## config.mk

```make
export PLATFORM = sky130hd
export DESIGN_NAME = mult_controller_taint1
export DESIGN_NICKNAME = d
export VERILOG_FILES = /design/src/rtl/mult_controller_taint1_pkg.sv /design/src/rtl/mult_controller_taint1.sv
export SDC_FILE = /design/constraint.sdc
export NUM_CORES = 1
export LEC_CHECK = 0
export ABC_AREA = 1
export BUFFER_PORTS_ARGS = -buffer_cell sky130_fd_sc_hd__buf_2
export CAP_MARGIN = 20
export CORE_AREA = 4 4 409 411
export CTS_BUF_LIST = sky130_fd_sc_hd__clkbuf_4
export CTS_CLUSTER_DIAMETER = 60
export DETAILED_ROUTE_END_ITERATION = 10
export DIE_AREA = 0 0 413 415
export MAX_ROUTING_LAYER = met4
export SLEW_MARGIN = 15
export SYNTH_ARGS = -nofsm -noshare
export SYNTH_HDL_FRONTEND = slang
export SYNTH_SLANG_ARGS = --single-unit
```

## constraint.sdc

```tcl
create_clock -name clk -period 3.3 [get_ports clk]
set_clock_uncertainty 0.05 [all_clocks]
set_input_delay 0.66 -clock clk [delete_from_list [all_inputs] [get_ports clk]]
set_output_delay 0.66 -clock clk [all_outputs]
set_load 0.05 [all_outputs]
```

## src/rtl/mult_controller_taint1_pkg.sv

```systemverilog
// Shared definitions for the taint-tracked shift-and-add multiplier:
// controller state encoding and the bit-index counter width helper.
package mult_controller_taint1_pkg;

    typedef enum logic [2:0] {
        ST_IDLE  = 3'd0,
        ST_LOAD  = 3'd1,
        ST_CHECK = 3'd2,
        ST_SHIFT = 3'd3,
        ST_DONE  = 3'd4
    } ctrl_state_e;

    // Counter must be at least one bit wide even for a 1-bit operand.
    function automatic int calc_cw(input int width);
        return (width > 1) ? $clog2(width) : 1;
    endfunction

endpackage

```

## src/rtl/mult_controller_taint1.sv

```systemverilog
// FSM controller for the 1-bit taint-tracked sequential shift-and-add
// multiplier: sequences load/check/shift and tracks a sticky control taint.
module mult_controller_taint1
    import mult_controller_taint1_pkg::*;
#(
    parameter int WIDTH = 1024
) (
    input  logic             clk,
    input  logic             rst_n,
    input  logic             start,
    input  logic             start_t,
    input  logic [WIDTH-1:0] multiplierReg,
    input  logic             multiplierReg_t,
    output logic             mdld,
    output logic             mdld_t,
    output logic             mrld,
    output logic             mrld_t,
    output logic             rsclear,
    output logic             rsclear_t,
    output logic             rsload,
    output logic             rsload_t,
    output logic             rsshr,
    output logic             rsshr_t,
    output logic             busy,
    output logic             done,
    output logic             done_t
);

    localparam int            CW       = calc_cw(WIDTH);
    localparam logic [CW-1:0] LAST_IDX = CW'(WIDTH - 1);

    ctrl_state_e   r_state;
    ctrl_state_e   w_state_next;
    logic [CW-1:0] r_cnt;
    logic [CW-1:0] w_cnt_next;
    logic          r_state_t;
    logic          w_state_t_next;
    logic          w_in_check;

    always_ff @(posedge clk or negedge rst_n) begin
        if (!rst_n) begin
            r_state   <= ST_IDLE;
            r_cnt     <= '0;
            r_state_t <= 1'b0;
        end else begin
            r_state   <= w_state_next;
            r_cnt     <= w_cnt_next;
            r_state_t <= w_state_t_next;
        end
    end

    // Taint is sticky: once control flow has depended on tainted data or a
    // tainted request, every later decision is considered tainted too.
    always_comb begin
        w_state_next   = r_state;
        w_cnt_next     = r_cnt;
        w_state_t_next = r_state_t;
        case (r_state)
            ST_IDLE: begin
                if (start_t) begin
                    w_state_t_next = 1'b1;
                end
                if (start) begin
                    w_state_next = ST_LOAD;
                end
            end
            ST_LOAD: begin
                w_cnt_next   = '0;
                w_state_next = ST_CHECK;
            end
            ST_CHECK: begin
                if (multiplierReg_t) begin
                    w_state_t_next = 1'b1;
                end
                w_state_next = ST_SHIFT;
            end
            ST_SHIFT: begin
                if (r_cnt == LAST_IDX) begin
                    w_cnt_next   = '0;
                    w_state_next = ST_DONE;
                end else begin
                    w_cnt_next   = r_cnt + CW'(1);
                    w_state_next = ST_CHECK;
                end
            end
            ST_DONE: begin
                w_state_next = ST_IDLE;
            end
            default: begin
                w_state_next = ST_IDLE;
                w_cnt_next   = '0;
            end
        endcase
    end

    assign w_in_check = (r_state == ST_CHECK);

    assign mdld    = (r_state == ST_LOAD);
    assign mrld    = (r_state == ST_LOAD);
    assign rsclear = (r_state == ST_LOAD);
    assign rsload  = w_in_check & multiplierReg[r_cnt];
    assign rsshr   = (r_state == ST_SHIFT);
    assign busy    = (r_state != ST_IDLE);
    assign done    = (r_state == ST_DONE);

    assign mdld_t    = r_state_t;
    assign mrld_t    = r_state_t;
    assign rsclear_t = r_state_t;
    assign rsshr_t   = r_state_t;
    assign done_t    = r_state_t;
    // rsload is the only output that decodes datapath data combinationally.
    assign rsload_t  = r_state_t | (w_in_check & multiplierReg_t);

endmodule

```

**Word-level counts from Yosys, hierarchy flattened**

Cells that the tools add are included.

- Register bits after elaboration: 14
- Input bits: 1029
- Output and inout bits: 13

- Add/sub/neg operators: 1
- $lt $le $gt $ge: 1
- Equal/unequal tests: 8
- Multiplexer cells: 10
- Bitwise logic cells: 3
- Reduce and logical (&&, ||, !) cells: 5

Operator list:

| cell | count |
|---|---|
| 10-bit case mux with 2 select lines | 1 |
| 3-bit case mux with 4 select lines | 1 |
| 10-bit by 11-bit < comparator with 1-bit output, second input constant | 1 |
| 10-bit by 1-bit adder with 10-bit output, second input constant | 1 |
| 1-bit binary-select mux with 10-bit select | 1 |
| 10-bit == test, second input constant | 1 |
| 10-bit 2-to-1 mux | 1 |
| 3-bit by 2-bit == test with 1-bit output, second input constant | 2 |
| 3-bit 2-to-1 mux | 2 |
| 2-bit inequality test, second input constant | 3 |
| 3-bit by 1-bit == test with 1-bit output, second input constant | 1 |
| 3-bit == test, second input constant | 1 |
| 3-bit logical NOT | 1 |
| 1-bit 2-to-1 mux | 3 |
| 3-bit AND reduction | 1 |
| 3-bit nonzero test | 1 |
| 3-bit OR reduction | 1 |
| 1-bit bitwise AND | 2 |
| 1-bit case mux with 2 select lines | 1 |
| 2-bit nonzero test | 1 |
| 1-bit OR | 1 |

**Longest topological paths before layout**

Gate-level depths: netlist (run 1).

- Word-level depth: 3
- Depth in mapped cells: 22

**Worst setup path before layout (run 1)**

Ideal clock, no wire load.

- Path type: register to output
- Start point: reg r_cnt[0]
- End point: out rsload
- Arrival: 2255 ps
- Required time: 2590 ps
- Setup slack: 335 ps
- Stages on the path, launching flop included: 17
- Buffers on the path: 5
- Cell sequence: dfrtp_1 -> buf_6 -> inv_6 -> buf_8 -> buf_12 -> buf_6 -> buf_6 -> nor2_1 -> o211ai_1 -> nand3_1 -> nand3_1 -> nand3_1 -> nand2_1 -> nand3_1 -> nand3_1 -> nand3_1 -> a21oi_2

- Longest elaborated chain between the ends: 3

Ends and longest elaborated chain:

| item | line | RTL |
|---|---|---|
| start: declaration | mult_controller_taint1.sv:34 | `logic [CW-1:0] r_cnt;` |
| start signal: assignment | mult_controller_taint1.sv:47 | `r_cnt <= w_cnt_next;` |
| 1-bit binary-select mux with 10-bit select | mult_controller_taint1.sv:101 | `assign rsload = w_in_check & multiplierReg[r_cnt];` |
| 1-bit 2-to-1 mux (implied by the code) | mult_controller_taint1.sv:101 |  |
| 1-bit bitwise AND | mult_controller_taint1.sv:101 |  |
| end: declaration | mult_controller_taint1.sv:20 | `output logic rsload,` |

No other way between the ends. The select of a mux whose other input is x is not followed.

**Worst setup path in the final report (run 1)**

Ends and elaborated chain as after synthesis.

==> results of run 1 <==
## path summary, 6_finish.rpt
path,from,to,cells after the start
worst max-delay path,r_cnt[0]$_DFFE_PN0N_,rsload,22
worst min-delay path,rst_n,done_t$_DFFE_PN0P_,1
worst max register to register,r_cnt[2]$_DFFE_PN0N_,r_cnt[4]$_DFFE_PN0N_,9
worst min register to register,r_state[0]$_DFFE_PN0P_,r_state[0]$_DFFE_PN0P_,2
max in group asynchronous,rst_n,r_cnt[0]$_DFFE_PN0N_,1
min in group clk,r_state[0]$_DFFE_PN0P_,r_state[0]$_DFFE_PN0P_,2
## sequential cells by signal, summed over array words and instances (netlist names)
register	count
r_cnt	10
done_t	1
r_state	3
## metrics by stage
stage	area (um2)	hold slack [ns]
floorplan	11700	0.314
global placement	21600	0.500
detailed placement	21600	0.501
CTS	22200	0.214
global route	23100	0.212
finish	23100	0.212
## cell type report
| type | count | area (um2) |
|---|---|---|
| fill | 19665 | 141000 |
| multi-input combinational | 2180 | 9890 |
| timing repair buffer | 1411 | 9280 |
| tap | 2189 | 2740 |
| inverter | 161 | 657 |
| sequential | 14 | 363 |
| antenna | 59 | 148 |
| clock buffer | 3 | 22.5 |
| timing repair inverter | 1 | 8.76 |
| clock inverter | 1 | 3.75 |
## cells in the final DEF (no fill, tap or decap), types with 47 or more instances in the layout
master and count:
buf_12 63, o21ai_1 72, buf_2 1040, nand2_1 634, inv_1 143, o211ai_1 75, nor2_1 693, nand3_1 180
buf_4 264, diode_2 59, o21ai_0 342, a21oi_1 47
## power by group through the flow
stage	combinational (uW)	sequential [uW]	clock [uW]
global route	17600	283	121
floorplan	7040	224	0
CTS	15500	307	114
global placement	14800	292	0
finish	16200	277	111
detailed placement	14700	294	0
## cells by family (layout without fill, tap and decap cells)
group                    Yosys count  in the layout  share of synthesized area
adder cells (fa/ha/maj)            1              1                    0.00107
buffers and inverters            379           1577                      0.164
XOR/XNOR                           1              1                   0.000748
AO/OA/AOI/OAI                    575            575                      0.266
AND/OR/NAND/NOR                 1602           1602                      0.538
other                              0             59                          0
flip-flops                        14             14                     0.0299
multiplexers                       1              1                   0.000854
## layer usage
| metal | GRT usage | share of wire |
|---|---|---|
| met5 | - | 0 |
| met2 | 0.274 | 0.49 |
| met4 | 0.0419 | 0.035 |
| met1 | 0.187 | 0.40 |
| met3 | 0.0287 | 0.076 |
## timing repair
| item | 4_1_cts | 5_1_grt |
|---|---|---|
| gates cloned | 5 | 11 |
| pin swaps | 16 | 57 |
| setup endpoints to repair | 1 | 1 |
| gates resized for setup | 85 | 110 |
| setup buffers | 12 | 25 |
==> results.yml, run 1 <==
run_status:
  status: "finished, violations left"
  failed_checks: "setup timing"
die:
  die_w_um: 413
  coreArea_mm2: 0.164
  rows: 149
  start_util: 0.0714
  ios: 1042
  dieHeight_um: 415
  dieArea_mm2: 0.171
power_and_ir_drop:
  switchingPower_uw: 9780
  ir_drop_mv: 0.367
  p_per_area_mw_per_mm2: 716
  leakage_uw: 0.0117
  power_frac_seq: 0.017
  internal_power_uw: 6760
  p_comb_frac: 0.976
  power_uw: 16500
  p_sw_frac: 0.591
  clockPowerShare: 0.007
yosys:
  yosysSeqAreaShare: 0.0299
  synthMostInstantiatedCell: "nor2_1"
  avgSynthCellArea_um2: 4.55
  synth-async-reset-ratio: 1.00
  synth_commonest_cells: "nor2_1, nand2_1, o21ai_0, nand3_1, inv_1"
  synth_top_area_frac: 0.224
  yosysTopAreaCell: "nor2_1"
  synth-seq-cells: 14
  synth_nets: 3603
  ys_types: 35
  synth_ff_type: "dfrtp_1"
  ys_top_cells_by_area: "nor2_1, nand2_1, o21ai_0, nand3_1, inv_1"
  yosysWarnings: 0
  syn_inst: 2573
  synth_edf_count: 0
  syn_area_mm2: 0.0117
sta:
  max_clock_freq_mhz: 252
  timing.final.crit_share: 1.20
  setup_violations: 1
  period_needed_ns: 3.97
  tns_ns: -0.669
  maxSlewHeadroom: 0.533
  worst_pin_slew_ns: 0.692
  slew_viol_final: 0
  hold_viol_final: 0
  worst_slack_ns: -0.669
  rsz0062_at_grt: "true"
worst_setup_path:
  required_ns: 2.59
  cp-start-kind: "flip-flop"
  path_buf_inv: 7
  cp_slowest_cell: "dfrtp_4"
  path_class: "reg2out"
  crit_path_end_kind: "output pin"
  path_cells: "buf_12 -> buf_16 -> buf_4 -> buf_4 -> nor2_1 -> nor2_1 -> o21ai_1 -> nand2_1 -> nand2_1 -> nand2_2 -> inv_2 -> nand2_1 -> nand2_1 -> nand2_1 -> nor2_1 -> nand2_1 -> nand3_1 -> nand3_1 -> nand3_1 -> buf_4 -> a21oi_4 -> buf_12"
  path_delay_family: "buffers and inverters"
  cpPeakStageDelay_ns: 0.55
  crit_path_frequent_cell: "nand2_1"
  r2r_slack_ns: 0.56
  path_max_fanout: 6
  arrival_ns: 3.26
grt:
  antenna_found_initial: 97
  grt_pass1_vias: 21167
  overflow: 0
  grt_pass1_wl_um: 181000
  grt_usage: 0.158
  grt_max_degree: 43
routing:
  drt-wirelength-per-cell_um: 23.9
  dr.first_iter.drc_count: 2044
  dr.pass1.iters: 5
  wl_um: 144000
  drc: 0
  ant_nets: 0
  vias: 22252
  vias_per_cell: 3.70
flow_run:
  maxCapViolCount: 0
place:
  io_buffers: 1041
  gp_congestion: 1.02
  dp_hpwl_um: 124000
  dp_cells: 5908
  dp_slack_ns: -1.05
clock_network:
  htree_levels: 1
  cts_tree: "built"
  clk_latency_ns: 0.29
  cts_max_path_buffers: 2
  clock-sinks: 14
  hold_buffers: 0
  cts-buffers-inserted: 3
  path_clk_slew_ns: 0.11
  cts_root_buf: "clkbuf_4"
min_path:
  min_path_type: "in2async"
final_layout:
  nNetsFinal: 4802
  final_util: 0.141
  layout-drive-gt1-share: 0.408
  finalNonFillerCells: 6019
  synthToLayoutAreaGrowth_pct: 97.2
(Power assumes the default switching activity.)
==> inputs of run 2 (changes only) <==
--- a/config.mk
+++ b/config.mk
@@ -5,14 +5,13 @@
 export SDC_FILE = /design/constraint.sdc
 export NUM_CORES = 1
 export LEC_CHECK = 0
-export ABC_AREA = 1
 export BUFFER_PORTS_ARGS = -buffer_cell sky130_fd_sc_hd__buf_2
 export CAP_MARGIN = 20
-export CORE_AREA = 4 4 409 411
+export CORE_AREA = 4 4 405 407
 export CTS_BUF_LIST = sky130_fd_sc_hd__clkbuf_4
 export CTS_CLUSTER_DIAMETER = 60
 export DETAILED_ROUTE_END_ITERATION = 10
-export DIE_AREA = 0 0 413 415
+export DIE_AREA = 0 0 409 411
 export MAX_ROUTING_LAYER = met4
 export SLEW_MARGIN = 15
 export SYNTH_ARGS = -nofsm -noshare
==> results.yml, run 2 <==
die:
  dieArea_mm2: 0.168
  dieHeight_um: 411
  ios: 1042
  die_w_um: 409
  start_util: 0.0575
  coreArea_mm2: 0.160
  rows: 147
grt:
  grt_pass1_vias: 14620
  grt_usage: 0.122
  grt_max_degree: 28
  overflow: 0
  grt_pass1_wl_um: 134000
  antenna_found_initial: 62
power_and_ir_drop:
  leakage_uw: 0.00830
  p_per_area_mw_per_mm2: 566
  ir_drop_mv: 0.385
final_layout:
  layout_common_cells: "buf_2, mux4_2, buf_4"
  final_common_cell: "buf_2"
  largest_register: "r_cnt"
  final_area_mm2: 0.0199
  largest_reg_flops: 10
  final_util: 0.124
  synthToLayoutAreaGrowth_pct: 116
  nNetsFinal: 3036
  n_fill_cell: 18398
  finalNonFillerCells: 4204
  layout-drive-gt1-share: 0.800
routing:
  vias_per_cell: 3.29
  route.met3.wl_um: 7730
  dr.pass1.iters: 5
  drt-wirelength-per-cell_um: 25.5
  wl_met2_um: 55400
  top_layer_used: "met4"
  wl_um: 107000
  drc: 0
  vias: 13845
  met1Wirelength_um: 41900
  ant_nets: 0
  dr.first_iter.drc_count: 1057
yosys:
  synth_edf_count: 0
  syn_inst: 792
  synthMostInstantiatedCell: "mux4_2"
  yosysSeqAreaShare: 0.0380
  synth_nets: 1822
  avgSynthCellArea_um2: 11.6
  ys_types: 52
  yosysWarnings: 0
  synth_commonest_cells: "mux4_2, mux2i_1, a22oi_1, a21oi_1, nand2_1"
  yosysTopAreaCell: "mux4_2"
  ys_top_cells_by_area: "mux4_2, mux2i_1, a22oi_1, dfrtp_1, buf_6"
  syn_area_mm2: 0.00921
  synth_top_area_frac: 0.519
  synth-async-reset-ratio: 1.00
  synth-seq-cells: 14
  synth_ff_type: "dfrtp_1"
worst_setup_path:
  cp-start-kind: "flip-flop"
  crit_path_end_kind: "output pin"
  r2r_cells: 9
  path_max_fanout: 8
  required_ns: 2.59
  r2r_slack_ns: 0.83
  r2r_start: "r_cnt[1]$_DFFE_PN0N_"
  arrival_ns: 3.74
  cp-endpoint: "rsload"
  r2r_end: "r_cnt[5]$_DFFE_PN0N_"
  path_class: "reg2out"
  cp-startpoint: "r_cnt[0]$_DFFE_PN0N_"
clock_network:
  path_clk_slew_ns: 0.10
  cts_tree: "built"
  clock-sinks: 14
  cts_root_buf: "clkbuf_4"
  clk_latency_ns: 0.28
  htree_levels: 1
  cts-buffers-inserted: 3
  cts_max_path_buffers: 2
sta:
  period_needed_ns: 4.45
  setup_violations: 1
  tns_ns: -1.15
  max_clock_freq_mhz: 225
  hold_viol_final: 0
  worst_pin_slew_ns: 0.841
  slew_viol_final: 0
  worst_slack_ns: -1.15
  maxSlewHeadroom: 0.439
  timing.final.crit_share: 1.35
  rsz0062_at_grt: "true"
place:
  place_area_mm2: 0.0189
  dp_hpwl_um: 97200
  dp_slack_ns: -1.92
  gp_congestion: 1.03
  dp_cells: 4124
  io_buffers: 1041
run_status:
  status: "finished, violations left"
  failed_checks: "setup timing"
min_path:
  min_path_type: "in2async"
flow_run:
  maxCapViolCount: 0
run 2: through the flow:
step / hold slack (ns) / total power, uW
final: 0.226 / 11300
after global routing: 0.223 / 12000
after CTS: 0.223 / 11500
after detailed placement: 0.534 / 10500
after global placement: 0.526 / 10400
after floorplan: 0.314 / 5920
run 2: worst min path at each step:
stage	end	slack, ns	cells after the start
6_report	done_t$_DFFE_PN0P_	0.23	1
5_1_grt	done_t$_DFFE_PN0P_	0.22	1
2_1_floorplan	done_t$_DFFE_PN0P_	0.31	0
3_5_place_dp	r_state[1]$_DFFE_PN0P_	0.53	1
3_3_place_gp	r_state[1]$_DFFE_PN0P_	0.53	1
4_1_cts	done_t$_DFFE_PN0P_	0.22	1
run 2: metal layers:
metal / up-vias / GRT usage
met1: 6926 / 0.144
li1: 5957 / -
met3: 93 / 0.0247
met5: - / -
met2: 869 / 0.216
met4: 0 / 0.0234
run 2: cell families (layout without fill, tap and decap cells):
logic type	after synthesis	after routing	synth area share
DFF	14	14	0.0380
other	0	39	0
adders and majority gates	1	1	0.00136
xor gates and xnor gates	3	3	0.00285
buffers and inverters	108	1321	0.0749
AOI/OAI and AO/OA	193	193	0.139
muxes	339	339	0.672
and+or+nand+nor	134	134	0.0722
run 2: power breakdown:
| part | total [uW] | internal, uW | switching [uW] | leakage [uW] |
|---|---|---|---|---|
| combinational | 10900 | 5690 | 5170 | 0.00811 |
| sequential | 299 | 212 | 87.4 | 0.000174 |
| clock | 103 | 43.8 | 59.5 | 0.0000156 |
run 2: cell type report:
cell class | instances | area [um2] | share of cell area
diodes | 39 | 97.6 | 0.00490
clock buffers | 3 | 22.5 | 0.00113
well taps | 2160 | 2700 | 0.136
clock inverters | 1 | 3.75 | 0.000189
multi-input cells | 670 | 8610 | 0.433
repair buffers | 1313 | 8090 | 0.406
flip-flops and latches | 14 | 364 | 0.0183
inverters | 4 | 15.0 | 0.000754
run 2: worst max-delay path: stages (launching register included):
cell and delay, ns:
dfrtp_4 0.54, buf_6 0.15, buf_12 0.13, buf_8 0.13, mux4_2 0.43, a22oi_2 0.30
buf_6 0.17, a21oi_4 0.06, a2111oi_4 0.48, a21oi_2 0.08, mux4_2 0.58, o2bb2ai_4 0.21
buf_8 0.18
run 2: what timing repair did:
action,CTS,global route
buffers inserted,29,5
resized for setup,76,28
endpoints found under the setup margin,1,1
pin swaps,21,17
cloned,3,1
hold buffers,0,0
